--- src/rtl/sdram_loader_pkg.sv ---
// rtl/sdram_loader_pkg.sv - shared types, byte-mask constants and routing helpers for the ROM loader
package sdram_loader_pkg;

    typedef enum logic [2:0] {
        IDLE,
        HOLD,
        ISSUE,
        WAIT_ACK,
        DONE
    } state_t;

    typedef enum logic [1:0] {
        PSEL_NONE,
        PSEL_1,
        PSEL_2
    } psel_t;

    localparam logic [1:0] DS_LO   = 2'b01;
    localparam logic [1:0] DS_HI   = 2'b10;
    localparam logic [1:0] DS_BOTH = 2'b11;

    // Region decode on an even byte address; the limit is computed one bit wider so it cannot wrap.
    function automatic psel_t route_sel(input logic [24:0] e, input logic [24:0] base,
                                        input logic [24:0] size);
        logic [25:0] w_limit;
        w_limit = {1'b0, base} + {1'b0, size};
        if (e < base)
            return PSEL_1;
        else if ({1'b0, e} < w_limit)
            return PSEL_2;
        else
            return PSEL_NONE;
    endfunction

    function automatic logic [22:0] word_addr(input logic [24:0] e, input psel_t sel,
                                              input logic [24:0] base);
        logic [24:0] w_off;
        w_off = (sel == PSEL_2) ? (e - base) : e;
        return 23'(w_off >> 1);
    endfunction

endpackage

--- src/rtl/loader_toggle_port.sv ---
// rtl/loader_toggle_port.sv - one controller port: toggle request, ack compare and write-word registers
module loader_toggle_port (
    input  logic        clk,
    input  logic        reset,
    input  logic        i_issue,
    input  logic [22:0] i_a,
    input  logic [1:0]  i_ds,
    input  logic [15:0] i_d,
    input  logic        i_ack,
    output logic        o_req,
    output logic        o_busy,
    output logic [22:0] o_a,
    output logic [1:0]  o_ds,
    output logic [15:0] o_d
);

    logic        r_req;
    logic [22:0] r_a;
    logic [1:0]  r_ds;
    logic [15:0] r_d;

    // Reset copies ack into req so any write in flight is simply forgotten.
    always_ff @(posedge clk) begin
        if (reset) begin
            r_req <= i_ack;
            r_a   <= '0;
            r_ds  <= '0;
            r_d   <= '0;
        end else if (i_issue) begin
            r_req <= ~r_req;
            r_a   <= i_a;
            r_ds  <= i_ds;
            r_d   <= i_d;
        end
    end

    assign o_req  = r_req;
    assign o_busy = (r_req != i_ack);
    assign o_a    = r_a;
    assign o_ds   = r_ds;
    assign o_d    = r_d;

endmodule

--- src/rtl/sdram_rom_loader.sv ---
// rtl/sdram_rom_loader.sv - packs ioctl download bytes into masked 16-bit SDRAM writes on two ports
module sdram_rom_loader #(
    parameter logic [24:0] PORT2_BASE = 25'h0100000,
    parameter logic [24:0] PORT2_SIZE = 25'h0100000
) (
    input  logic        clk,
    input  logic        reset,
    input  logic        ioctl_download,
    input  logic        ioctl_wr,
    input  logic [24:0] ioctl_addr,
    input  logic [7:0]  ioctl_dout,
    output logic        ioctl_wait,
    output logic        port1_req,
    input  logic        port1_ack,
    output logic        port1_we,
    output logic [22:0] port1_a,
    output logic [1:0]  port1_ds,
    output logic [15:0] port1_d,
    output logic        port2_req,
    input  logic        port2_ack,
    output logic        port2_we,
    output logic [22:0] port2_a,
    output logic [1:0]  port2_ds,
    output logic [15:0] port2_d,
    output logic        load_done
);
    import sdram_loader_pkg::*;

    state_t      r_state, w_state_nxt;
    logic [24:0] r_held_addr, w_held_addr_nxt;
    logic [7:0]  r_held_data, w_held_data_nxt;
    logic        r_skid_valid, w_skid_valid_nxt;
    logic [24:0] r_skid_addr, w_skid_addr_nxt;
    logic [7:0]  r_skid_data, w_skid_data_nxt;
    psel_t       r_psel, w_psel_nxt;
    logic [22:0] r_word_a, w_word_a_nxt;
    logic [1:0]  r_word_ds, w_word_ds_nxt;
    logic [15:0] r_word_d, w_word_d_nxt;
    logic        r_dl_prev;
    logic        r_end_pending, w_end_pending_nxt;
    logic        r_wait;
    logic        r_load_done;

    logic        w_wr, w_dl_fall, w_end;
    logic        w_take, w_issue, w_issue1, w_issue2;
    logic        w_busy1, w_busy2, w_busy;
    logic        w_merge;
    logic [24:0] w_cand_addr, w_cand_even;
    logic [7:0]  w_cand_data;
    psel_t       w_cand_sel, w_held_sel;
    logic [22:0] w_cand_wa, w_held_wa;

    assign w_wr      = ioctl_wr & ioctl_download;
    assign w_dl_fall = r_dl_prev & ~ioctl_download;
    assign w_end     = r_end_pending | w_dl_fall;
    assign w_merge   = (ioctl_addr == r_held_addr + 25'd1);

    // After an ack the skid byte is older than anything on the bus, so it is consumed first.
    always_comb begin
        w_cand_addr = ioctl_addr;
        w_cand_data = ioctl_dout;
        if (r_state == WAIT_ACK && r_skid_valid) begin
            w_cand_addr = r_skid_addr;
            w_cand_data = r_skid_data;
        end
    end

    assign w_cand_even = {w_cand_addr[24:1], 1'b0};
    assign w_cand_sel  = route_sel(w_cand_even, PORT2_BASE, PORT2_SIZE);
    assign w_cand_wa   = word_addr(w_cand_even, w_cand_sel, PORT2_BASE);
    assign w_held_sel  = route_sel(r_held_addr, PORT2_BASE, PORT2_SIZE);
    assign w_held_wa   = word_addr(r_held_addr, w_held_sel, PORT2_BASE);

    assign w_busy = (r_psel == PSEL_1) ? w_busy1 :
                    (r_psel == PSEL_2) ? w_busy2 : 1'b0;

    always_comb begin
        w_state_nxt      = r_state;
        w_held_addr_nxt  = r_held_addr;
        w_held_data_nxt  = r_held_data;
        w_skid_valid_nxt = r_skid_valid;
        w_skid_addr_nxt  = r_skid_addr;
        w_skid_data_nxt  = r_skid_data;
        w_psel_nxt       = r_psel;
        w_word_a_nxt     = r_word_a;
        w_word_ds_nxt    = r_word_ds;
        w_word_d_nxt     = r_word_d;
        w_take           = 1'b0;
        w_issue          = 1'b0;

        case (r_state)
            IDLE: begin
                if (w_wr)
                    w_take = 1'b1;
                else if (w_end)
                    w_state_nxt = DONE;
            end
            HOLD: begin
                if (w_wr || w_end) begin
                    w_state_nxt   = ISSUE;
                    w_psel_nxt    = w_held_sel;
                    w_word_a_nxt  = w_held_wa;
                    w_word_ds_nxt = DS_LO;
                    w_word_d_nxt  = {8'h00, r_held_data};
                    if (w_wr && w_merge) begin
                        w_word_ds_nxt = DS_BOTH;
                        w_word_d_nxt  = {ioctl_dout, r_held_data};
                    end else if (w_wr) begin
                        w_skid_valid_nxt = 1'b1;
                        w_skid_addr_nxt  = ioctl_addr;
                        w_skid_data_nxt  = ioctl_dout;
                    end
                end
            end
            ISSUE: begin
                w_issue     = 1'b1;
                w_state_nxt = WAIT_ACK;
                if (w_wr) begin
                    w_skid_valid_nxt = 1'b1;
                    w_skid_addr_nxt  = ioctl_addr;
                    w_skid_data_nxt  = ioctl_dout;
                end
            end
            WAIT_ACK: begin
                if (!w_busy) begin
                    if (r_skid_valid || w_wr) begin
                        w_take           = 1'b1;
                        w_skid_valid_nxt = r_skid_valid && w_wr;
                        if (r_skid_valid && w_wr) begin
                            w_skid_addr_nxt = ioctl_addr;
                            w_skid_data_nxt = ioctl_dout;
                        end
                    end else if (w_end) begin
                        w_state_nxt = DONE;
                    end else begin
                        w_state_nxt = IDLE;
                    end
                end else if (w_wr) begin
                    w_skid_valid_nxt = 1'b1;
                    w_skid_addr_nxt  = ioctl_addr;
                    w_skid_data_nxt  = ioctl_dout;
                end
            end
            DONE: begin
                w_state_nxt = IDLE;
            end
            default: begin
                w_state_nxt = IDLE;
            end
        endcase

        // A byte taken as if in IDLE: out-of-range bytes vanish, even bytes wait for a partner.
        if (w_take) begin
            w_state_nxt = IDLE;
            if (w_cand_sel != PSEL_NONE) begin
                if (!w_cand_addr[0]) begin
                    w_state_nxt     = HOLD;
                    w_held_addr_nxt = w_cand_addr;
                    w_held_data_nxt = w_cand_data;
                end else begin
                    w_state_nxt   = ISSUE;
                    w_psel_nxt    = w_cand_sel;
                    w_word_a_nxt  = w_cand_wa;
                    w_word_ds_nxt = DS_HI;
                    w_word_d_nxt  = {w_cand_data, 8'h00};
                end
            end
        end
    end

    always_comb begin
        w_end_pending_nxt = r_end_pending | w_dl_fall;
        if (ioctl_download || w_state_nxt == DONE)
            w_end_pending_nxt = 1'b0;
    end

    always_ff @(posedge clk) begin
        if (reset) begin
            r_state       <= IDLE;
            r_held_addr   <= '0;
            r_held_data   <= '0;
            r_skid_valid  <= 1'b0;
            r_skid_addr   <= '0;
            r_skid_data   <= '0;
            r_psel        <= PSEL_NONE;
            r_word_a      <= '0;
            r_word_ds     <= '0;
            r_word_d      <= '0;
            r_dl_prev     <= 1'b0;
            r_end_pending <= 1'b0;
            r_wait        <= 1'b0;
            r_load_done   <= 1'b0;
        end else begin
            r_state       <= w_state_nxt;
            r_held_addr   <= w_held_addr_nxt;
            r_held_data   <= w_held_data_nxt;
            r_skid_valid  <= w_skid_valid_nxt;
            r_skid_addr   <= w_skid_addr_nxt;
            r_skid_data   <= w_skid_data_nxt;
            r_psel        <= w_psel_nxt;
            r_word_a      <= w_word_a_nxt;
            r_word_ds     <= w_word_ds_nxt;
            r_word_d      <= w_word_d_nxt;
            r_dl_prev     <= ioctl_download;
            r_end_pending <= w_end_pending_nxt;
            r_wait        <= (w_state_nxt == ISSUE) || (w_state_nxt == WAIT_ACK) || w_skid_valid_nxt;
            r_load_done   <= (w_state_nxt == DONE);
        end
    end

    assign w_issue1 = w_issue && (r_psel == PSEL_1);
    assign w_issue2 = w_issue && (r_psel == PSEL_2);

    loader_toggle_port u_port1 (
        .clk     (clk),
        .reset   (reset),
        .i_issue (w_issue1),
        .i_a     (r_word_a),
        .i_ds    (r_word_ds),
        .i_d     (r_word_d),
        .i_ack   (port1_ack),
        .o_req   (port1_req),
        .o_busy  (w_busy1),
        .o_a     (port1_a),
        .o_ds    (port1_ds),
        .o_d     (port1_d)
    );

    loader_toggle_port u_port2 (
        .clk     (clk),
        .reset   (reset),
        .i_issue (w_issue2),
        .i_a     (r_word_a),
        .i_ds    (r_word_ds),
        .i_d     (r_word_d),
        .i_ack   (port2_ack),
        .o_req   (port2_req),
        .o_busy  (w_busy2),
        .o_a     (port2_a),
        .o_ds    (port2_ds),
        .o_d     (port2_d)
    );

    assign port1_we   = 1'b1;
    assign port2_we   = 1'b1;
    assign ioctl_wait = r_wait;
    assign load_done  = r_load_done;

endmodule

--- config.mk ---
export PLATFORM = sky130hd
export DESIGN_NAME = sdram_rom_loader
export DESIGN_NICKNAME = d
export VERILOG_FILES = /design/src/rtl/sdram_loader_pkg.sv /design/src/rtl/loader_toggle_port.sv /design/src/rtl/sdram_rom_loader.sv
export SDC_FILE = /design/constraint.sdc
export NUM_CORES = 1
export LEC_CHECK = 0
export CAP_MARGIN = 20
export CORE_MARGIN = 5
export CORE_UTILIZATION = 54
export DETAILED_ROUTE_END_ITERATION = 7
export GPL_ROUTABILITY_DRIVEN = 0
export PLACE_DENSITY = 0.77
export SYNTH_ARGS = -nofsm -noshare
export SYNTH_HDL_FRONTEND = slang
export SYNTH_HIERARCHICAL = 1
export SYNTH_SLANG_ARGS = --single-unit
--- constraint.sdc ---
create_clock -name clk -period 2.5 [get_ports clk]
set_input_delay 0.5 -clock clk [delete_from_list [all_inputs] [get_ports clk]]
set_output_delay 0.5 -clock clk [all_outputs]
set_load 0.005 [all_outputs]
# Yosys cells after proc, flatten, opt, wreduce, memory -nomap -nowiden
# Cells that the tools add are included.
totals:
  input_bits: 39
  out_inout_bits: 88
  register_bits: 200
op_classes:
  n_eq_ne: 17
  n_reduce_logical: 18
  magnitude_cmp: 4
  bitwise: 7
  addsub: 3
  mux: 71
op_table:
  columns: ["operator", "n"]
  rows:
  - ["$mux 25", 7]
  - ["$mux 23", 5]
  - ["$mux 16", 6]
  - ["$pmux 25 s3", 1]
  - ["$mux 8", 7]
  - ["$lt 25x21->1 const B", 2]
  - ["$lt 25x22->1 const B", 2]
  - ["$mux 24", 2]
  - ["$sub 24x21->24 const B", 2]
  - ["$mux 2", 17]
  - ["$add 25x1->25 const B", 1]
  - ["$eq 25x25->1", 1]
  - ["$pmux 8 s3", 1]
  - ["$mux 3", 7]
  - ["$mux 1", 15]
  - ["$eq 3x2->1 const B", 4]
  - ["$pmux 3 s4", 1]
  - ["$eq 2x2->1 const B", 3]
  - ["$ne 3x2->1 const B", 2]
  - ["$reduce_bool 2->1", 3]
  - ["$logic_and 1x1->1", 5]
  - ["$logic_or 1x1->1", 5]
  - ["$reduce_and 5->1", 1]
  - ["$ne 2x2->1 const B", 2]
  - ["other kinds (13)", 18]

# Logic depth before layout (Yosys ltp)
# Gate-level depths: netlist of run 1.
depth:
  ltp_word: 12
  depth_mapped: 9

# Cells and area by module
# The synthesis of run 1 kept the hierarchy.
modules_own_cells:
  columns: ["module", "cells_per_inst", "area_each_um2", "seq_area_each_um2", "instances"]
  rows:
  - ["sdram_rom_loader", 582, 5408.9, 2322.2, 1]
  - ["loader_toggle_port", 138, 1556.5, 850.8, 2]

# Least setup slack after synthesis of run 1
# Ideal clock, no wire load.
synth_path:
  kind: "input port to flip-flop"
  from: "input port port2_ack"
  to: "register r_psel[1]"
  required_ns: 2.366
  setup_time_ns: 0.134
  arrival_time_ns: 1.878
  setup_slack_ns: 0.488
  path_buffers: 2
  path_stages: 9
  cell_sequence: "xor2_1 > nand2_1 > o211a_1 > a32o_1 > and3b_1 > buf_2 > buf_2 > a211oi_1 > a211oi_1"
synth_via:
  elab_chain_len: 6
synth_lines:
  columns: ["item", "line", "rtl"]
  rows:
  - ["from (decl)", "sdram_rom_loader.sv:20", "input logic port2_ack,"]
  - ["$ne 1x1->1", "loader_toggle_port.sv:38", "assign o_busy = (r_req != i_ack);"]
  - ["$mux 1", "sdram_rom_loader.sv:75", "(r_psel == PSEL_2) ? w_busy2 : 1'b0;"]
  - ["$mux 1", "sdram_rom_loader.sv:74", "assign w_busy = (r_psel == PSEL_1) ? w_busy1 :"]
  - ["$mux 1", "sdram_rom_loader.sv:125", "if (!w_busy) begin"]
  - ["$pmux 1 s2", "sdram_rom_loader.sv:91", "case (r_state)"]
  - ["$mux 2", "sdram_rom_loader.sv:153", "if (w_take) begin"]
  - ["to (signal assigned)", "sdram_rom_loader.sv:200", "r_psel <= w_psel_nxt;"]
  - ["to (decl)", "sdram_rom_loader.sv:35", "psel_t r_psel, w_psel_nxt;"]
# Every way passes these cells.
# A chain may end at the register's enable or synchronous reset.

# Final worst setup path of run 1
layout_path:
  from: "input port ioctl_addr[20]"
  to: "register r_word_d[10]"
layout_via:
  elab_chain_len: 8
layout_lines:
  columns: ["item", "line", "rtl"]
  rows:
  - ["from (decl)", "sdram_rom_loader.sv:10", "input logic [24:0] ioctl_addr,"]
  - ["branches (longest 7 deep; another with $lt 25x22->1)", null, null]
  - ["$mux 16 *", "sdram_rom_loader.sv:153", null]
  - ["to (signal assigned)", "sdram_rom_loader.sv:203", "r_word_d <= w_word_d_nxt;"]
  - ["to (decl)", "sdram_rom_loader.sv:38", "logic [15:0] r_word_d, w_word_d_nxt;"]
# Mark *: on every way between the ends.

==> results of run 1 <==
state kept, by name, indices dropped and copies added (netlist names), 2 cells and up:
register / flops
r_held_addr: 24
r_held_data: 8
r_psel: 2
r_skid_addr: 25
r_skid_data: 8
r_state: 3
r_word_a: 23
r_word_d: 16
r_word_ds: 2
u_port1/o_a: 23
u_port1/o_d: 16
u_port1/o_ds: 2
u_port2/o_a: 23
u_port2/o_d: 16
u_port2/o_ds: 2
final timing paths:
| path | endpoint | slack, ns |
|---|---|---|
| max reg2reg | r_word_d[10] | 0.36 |
| min | r_word_d[1] | 0.45 |
| max | r_word_d[10] | 0.20 |
| min reg2reg | r_word_d[1] | 0.45 |
metrics by stage:
stage,utilization,instance area (µm²),worst slack (ns),setup TNS (ns)
after global routing,0.674,10600,0.0293,0
after CTS,0.674,10600,0.236,0
after detailed placement,0.638,9990,-0.172,-8.98
after floorplan,-,8530,0.488,0
after global placement,0.638,9990,-0.154,-6.80
final,0.674,10600,0.197,0
cells by family (layout without fill, tap and decap cells):
kind of cell    Yosys count  in the layout  synth area share
buf+inv                  72            198            0.0609
flops                   200            200             0.472
other cells               1              2          0.000440
fa+ha+maj                 1              1           0.00147
simple gates            315            315             0.174
compound gates           77             77            0.0661
xor+xnor                 26             26            0.0276
mux                     166            166             0.198
layout make-up:
| class | instances | area [µm²] |
|---|---|---|
| inverters | 6 | 22.5 |
| multi-input cells | 587 | 4010 |
| clock buffers | 19 | 443 |
| fillers | 1286 | 5100 |
| well taps | 216 | 270 |
| flip-flops and latches | 200 | 4020 |
| clock inverters | 11 | 123 |
| repair buffers | 162 | 1670 |
critical path, cell delays in order:
cell	delay (ns)
sky130_fd_sc_hd__clkdlybuf4s50_1	0.45
sky130_fd_sc_hd__xnor2_1	0.30
sky130_fd_sc_hd__nand4_1	0.13
sky130_fd_sc_hd__nor4_1	0.27
sky130_fd_sc_hd__buf_4	0.16
sky130_fd_sc_hd__and4_1	0.25
sky130_fd_sc_hd__buf_4	0.20
sky130_fd_sc_hd__a221oi_1	0.10
sky130_fd_sc_hd__a211oi_1	0.25
metal layers:
layer | wire length (µm) | part of all wire | up-vias
met5 | 0 | 0 | -
met4 | 166 | 0.0090 | 0
met3 | 774 | 0.042 | 13
met2 | 8930 | 0.48 | 136
met1 | 8650 | 0.47 | 3051
li1 | - | - | 3154
power by group:
part	internal [W]	switching (W)
registers	0.00321	0.0000133
clock network	0.00149	0.00117
logic	0.000160	0.000155
total	0.00486	0.00134
placed cells by master, fill, tap and decap left out, types with 3 or more instances in the layout:
cell type                         Yosys  routed
sky130_fd_sc_hd__buf_12              11      11
sky130_fd_sc_hd__xnor2_1             20      20
sky130_fd_sc_hd__nor3_1               5       5
sky130_fd_sc_hd__a211oi_1            20      20
sky130_fd_sc_hd__xor2_1               5       5
sky130_fd_sc_hd__nand4_1              5       5
sky130_fd_sc_hd__mux2i_1            147     147
sky130_fd_sc_hd__o21ai_0              4       4
sky130_fd_sc_hd__nand2b_1            70      70
sky130_fd_sc_hd__nor4_1               4       4
sky130_fd_sc_hd__a31oi_1              5       5
sky130_fd_sc_hd__inv_1                6       6
sky130_fd_sc_hd__a21oi_1             16      16
sky130_fd_sc_hd__a221oi_1             8       8
sky130_fd_sc_hd__nor3b_1              3       3
sky130_fd_sc_hd__clkdlybuf4s50_1      0     123
sky130_fd_sc_hd__clkbuf_16            0      17
sky130_fd_sc_hd__a311oi_1            19      19
sky130_fd_sc_hd__nor2_1             142     141
sky130_fd_sc_hd__clkinv_2             0       4
sky130_fd_sc_hd__buf_4                5      27
sky130_fd_sc_hd__dfxtp_1            198     198
sky130_fd_sc_hd__nand2_1             66      66
sky130_fd_sc_hd__mux2_2              19      19
sky130_fd_sc_hd__inv_6                0       3
==> run summary, run 1 <==
• **antenna violations before repair** 0
• **warnings from Yosys** 6
• **Final Total Pwr** 0.00620 W
• **number of buffers inserted during clock tree synthesis** 17
• **static power due to leakage** 3.57 nW
• **sort of element at the start of the critical path** input pin
• **peak clock frequency supported by timing** 0.434 GHz
• **met1 usage** 0.268
• **buffer count from post-CTS setup fixing** 0
• **antenna fix cells** 0
• **number of hold buffers added after cts** 0
• **final worst path period need** 2.30 ns
• **number of port buffers** 124
• **area enclosed by the die boundary** 0.0184 mm²
• **half-perimeter wire length after placement** 12.7 mm
• **detail-routed via count per cell** 5.29
• **Max H-tree Level** 4
• **total wirelength of the detailed-routed design** 18.5 mm
• **share of the clock period used by the worst path after layout** 0.921
• **met3 usage in global routing** 0.0442
• **detailed-route wire length per cell** 15.4 µm
• **maximum capacitance violations** 0
• **launching instance or port of the critical path** ioctl_addr[20]
• **Max Slew Vio Count** 0
• **share of synthesized area occupied by flip-flops and latches** 0.472
• **Syn Area/Cell** 9.93 µm²
• **most numerous cell in the Yosys netlist** sky130_fd_sc_hd__dfxtp_1
• **Critical Path Sink Type** register
• **Synth async-reset ratio** 0
• **DIE WIDTH** 136 µm
• **DRC violation total after the first TritonRoute iteration** 313
• **Final Hold Vio Count** 0
• **clock sink count** 200
• **most frequent cells after synthesis** sky130_fd_sc_hd__dfxtp_1 (198), sky130_fd_sc_hd__mux2i_1 (147), sky130_fd_sc_hd__nor2_1 (142)
• **busiest layer in global routing** met2
• **flip-flop and latch count after synthesis** 200
• **area growth from synthesis to layout** 23.9%
• **first-pass GRT wire length** 30.3 mm
• **final routed DRC violation total** 0
• **Most used DFF post-synth** sky130_fd_sc_hd__dfxtp_1
• **startpoint of the lowest-slack hold path** r_held_data[1]
• **clock skew** 0.0109 ns
• **share of cells above drive strength 1** 0.0975
• **origin of the critical flop-to-flop path** r_held_addr[20]
• **number of distinct standard cells referenced by the synthesized netlist** 47
• **Hold WC Path Type** reg -> reg
• **cells on worst reg2reg path** 8
• **Final setup violation count** 0
• **status** finished, final reports clean
• **clk slew on worst S/H paths** 0.07 ns
• **TritonCTS clock tree** built
• **number of placement rows** 46
• **CTS Root Buffer Type** sky130_fd_sc_hd__clkbuf_16
• **Total GRT Usage** 0.203
• **total vias in the final route** 6354
• **count of instances resized after the clock tree is built** 0
• **crit-path max FO** 9
• **maximum vdd ir drop** 0.476 mV
• **insertion delay to the later sink of the worst-skew pair** 0.43 ns
• **met2 track demand over resource in global routing** 0.341
• **CORE AREA** 0.0157 mm²
• **Pwr Density** 588 mW/mm²
• **setup repair after global routing missed its margin** no
• **Min-Delay Path Depth** 2
• **maximum number of pins on one net before global-route repair** 73
• **library cell occupying the most area in the post-synthesis netlist** sky130_fd_sc_hd__dfxtp_1
• **Non-Filler Instances** 1201
• **Ports** 127
• **# placed instances** 1171
• **Max Buffers Root-to-Sink** 2
• **required time at the endpoint of the critical path** 2.83 ns
• **WP data arrival** 2.63 ns
• **type of the worst setup path** in -> reg
• **number of enable flip-flop cells after synthesis** 2
• **Synth Instances** 858
• **net total in the final layout** 1014
• **remaining global-route overflow** 0
• **synth top area cells** sky130_fd_sc_hd__dfxtp_1 (47%), sky130_fd_sc_hd__mux2i_1 (17%), sky130_fd_sc_hd__nor2_1 (6.3%)
• **fraction of post-synthesis cell area in the top cell type by area** 0.465
• **Initial DRT Pass Iterations** 4
• **Initial Utilization** 0.544
• **number of nets with antenna violations after routing** 0
• **Hold Worst Slack** 0.449 ns
• **Mapped Area** 0.00852 mm²
• **DIE HEIGHT** 136 µm
• **number of global-route vias before repair** 6132
Power figures use the tool's default switching activity.
==> inputs of run 2 (changes only) <==
- TNS_END_PERCENT: default -> 100
==> results of run 2 <==
Same layout as run 1: the final DEF is identical, and so are final timing and power.
==> inputs of run 3 (changes only) <==
- CORE_UTILIZATION: 54 -> 58
- PLACE_DENSITY: 0.77 -> 0.82
- clock period: 2.5 -> 2.95 ns (I/O delays scaled with it)
==> run summary, run 3 (synthesized netlist as in run 1, its figures left out) <==
• **status** finished, final reports clean
• **maximum capacitance violations** 0, unchanged
• **Hold WC Path Type** reg -> reg
• **count of instances resized after the clock tree is built** 0, unchanged
• **worst slack after detailed placement** 0.126 ns, +0.298 ns
• **insertion delay to the later sink of the worst-skew pair** 0.44 ns, about the same
• **longest individual stage delay on the worst path** 0.58 ns, +0.13 ns
• **setup repair after global routing missed its margin** no
• **register with the most flip-flops** r_skid_addr
• **setup TNS after final layout** 0 ns, unchanged
• **static power due to leakage** 3.46 nW, -3.2%
• **peak clock frequency supported by timing** 0.410 GHz
• **pin slew with the least headroom to its limit** 0.610 ns
• **clock skew** 0.00997 ns, -0.000898 ns
• **Max Buffers Root-to-Sink** 2, unchanged
• **TritonCTS clock tree** built
• **multi-input combinational cell area** 0.00401 mm², unchanged
• **remaining global-route overflow** 0, unchanged
• **Initial DRT Pass Iterations** 4, unchanged
• **DIE HEIGHT** 131 µm, -3.3%
• **maximum number of pins on one net before global-route repair** 97, +33%
• **Critical Path Sink Type** register
• **final worst path period need** 2.44 ns
• **detail-routed via count per cell** 5.46, +3.2%
• **flip-flop count of the largest register, all copies and words added** 25, unchanged
• **CP cell instances** nand4b_1 -> mux2i_1 -> nor2_1 -> and3b_1 -> a221oi_1 -> a211oi_1
• **fillers** 1064, -17%
• **most frequent cells in the layout** sky130_fd_sc_hd__dfxtp_1 (198), sky130_fd_sc_hd__mux2i_1 (147), sky130_fd_sc_hd__nor2_1 (141), sky130_fd_sc_hd__clkdlybuf4s50_1 (123), sky130_fd_sc_hd__nand2b_1 (70)
• **number of nets with antenna violations after routing** 0, unchanged
• **antenna fix cells** 0, unchanged
• **clock sink count** 200, unchanged
• **total wirelength of the detailed-routed design** 18.5 mm, about the same
• **antenna violations before repair** 0, unchanged
• **final setup margin** 0.511 ns, +0.314 ns
• **CTS Root Buffer Type** sky130_fd_sc_hd__clkbuf_16
• **Final setup violation count** 0, unchanged
• **slack of the worst reg-to-reg path** 0.51 ns, +0.15 ns
• **number of port buffers** 124, unchanged
• **maximum vdd ir drop** 0.373 mV, -22%
• **area growth from synthesis to layout** 21.0%
• **slowest library cell on the worst path** sky130_fd_sc_hd__and3b_1
• **largest registers ranked by flip-flop count** r_skid_addr (25), r_held_addr (24)
• **share of cells above drive strength 1** 0.0835, -0.0140
• **worst max-slew margin expressed relative to the limit** 0.593
• **most common cell after layout, fill and taps aside** sky130_fd_sc_hd__dfxtp_1
• **sort of element at the start of the critical path** register
• **share of the clock period used by the worst path after layout** 0.827
• **total vias in the final route** 6298, -0.88%
• **Max H-tree Level** 4, unchanged
• **buffer count from post-CTS setup fixing** 0, unchanged
• **WP data arrival** 2.78 ns, +0.15 ns
• **crit-path max FO** 18, +9
• **DRC violation total after the first TritonRoute iteration** 421, +35%
• **net total in the final layout** 997, -1.7%
• **Max Slew Vio Count** 0, unchanged
• **number of buffers inserted during clock tree synthesis** 17, unchanged
• **type of the worst setup path** reg -> reg
• **number of hold buffers added after cts** 0, unchanged
• **half-perimeter wire length after placement** 12.5 mm, -1.7%
• **FF+latch area** 0.00402 mm², unchanged
• **DIE WIDTH** 131 µm, -3.3%
• **Final Hold Vio Count** 0, unchanged
• **detailed-route wire length per cell** 16.0 µm, +4.0%
• **first-pass GRT wire length** 30.6 mm, +1.2%
• **Pwr Density** 509 mW/mm², -13%
• **Ports** 127, unchanged
• **Total GRT Usage** 0.212, +0.00886
• **required time at the endpoint of the critical path** 3.29 ns, +0.46 ns
• **final routed DRC violation total** 0, unchanged
• **CORE AREA** 0.0145 mm², -7.5%
• **Initial Utilization** 0.589, +0.0442
• **number of placement rows** 44, -4.3%
• **number of global-route vias before repair** 6036, -1.6%
• **clk slew on worst S/H paths** 0.07 ns, about the same
• **area enclosed by the die boundary** 0.0172 mm², -6.4%
run 3: changes by cell type in the layout (fill, tap and decap cells not counted), sizes merged:
cell	before	now
buf	39	22
bufinv	2	1
clkinvlp	1	2
inv	9	11
run 3: critical path: cells and delay by family, from the launching register on:
family / cells / cell delay [ns]
flops: 1 / 0.42
mux: 1 / 0.25
simple gates: 3 / 1.31
compound gates: 2 / 0.36
run 3: path summary, 6_finish.rpt:
| kind | endpoint | depth (start not counted) | start |
|---|---|---|---|
| worst max-delay path | r_word_d[14] | 6 | r_state[2] |
| worst min-delay path | r_word_d[1] | 2 | r_held_data[1] |
| worst max register to register | r_word_d[14] | 6 | r_state[2] |
| worst min register to register | r_word_d[1] | 2 | r_held_data[1] |
run 3: through the flow:
stage / cell area, µm² / utilization / total power (W) / cells / hold slack, ns
2_1_floorplan: 8530 / - / 0.00293 / 859 / 0.432
3_3_place_gp: 9730 / 0.672 / 0.00303 / 1122 / 0.440
3_5_place_dp: 9730 / 0.672 / 0.00304 / 1122 / 0.448
4_1_cts: 10300 / 0.712 / 0.00528 / 1154 / 0.451
5_1_grt: 10300 / 0.712 / 0.00544 / 1154 / 0.460
6_report: 10300 / 0.712 / 0.00525 / 1154 / 0.456
run 3: power by group:
part	total [W]	switching (W)	internal [W]
Sequential	0.00273	0.0000115	0.00272
Combinational	0.000246	0.000126	0.000120
Clock	0.00228	0.00107	0.00121
run 3: routing by layer:
metal / GRT usage / vias up / share of wire
met1: 0.285 / 3004 / 0.47
met3: 0.0474 / 24 / 0.046
met5: 0 / - / 0
met2: 0.340 / 151 / 0.47
met4: 0.0704 / 0 / 0.016
li1: - / 3119 / -
run 3: area by class of cell:
type	count	area share
multi-input cells	587	0.389
flip-flops and latches	200	0.390
inverters	6	0.00218
repair buffers	145	0.141
clock inverters	13	0.0132
well taps	184	0.0223
clock buffers	19	0.0429
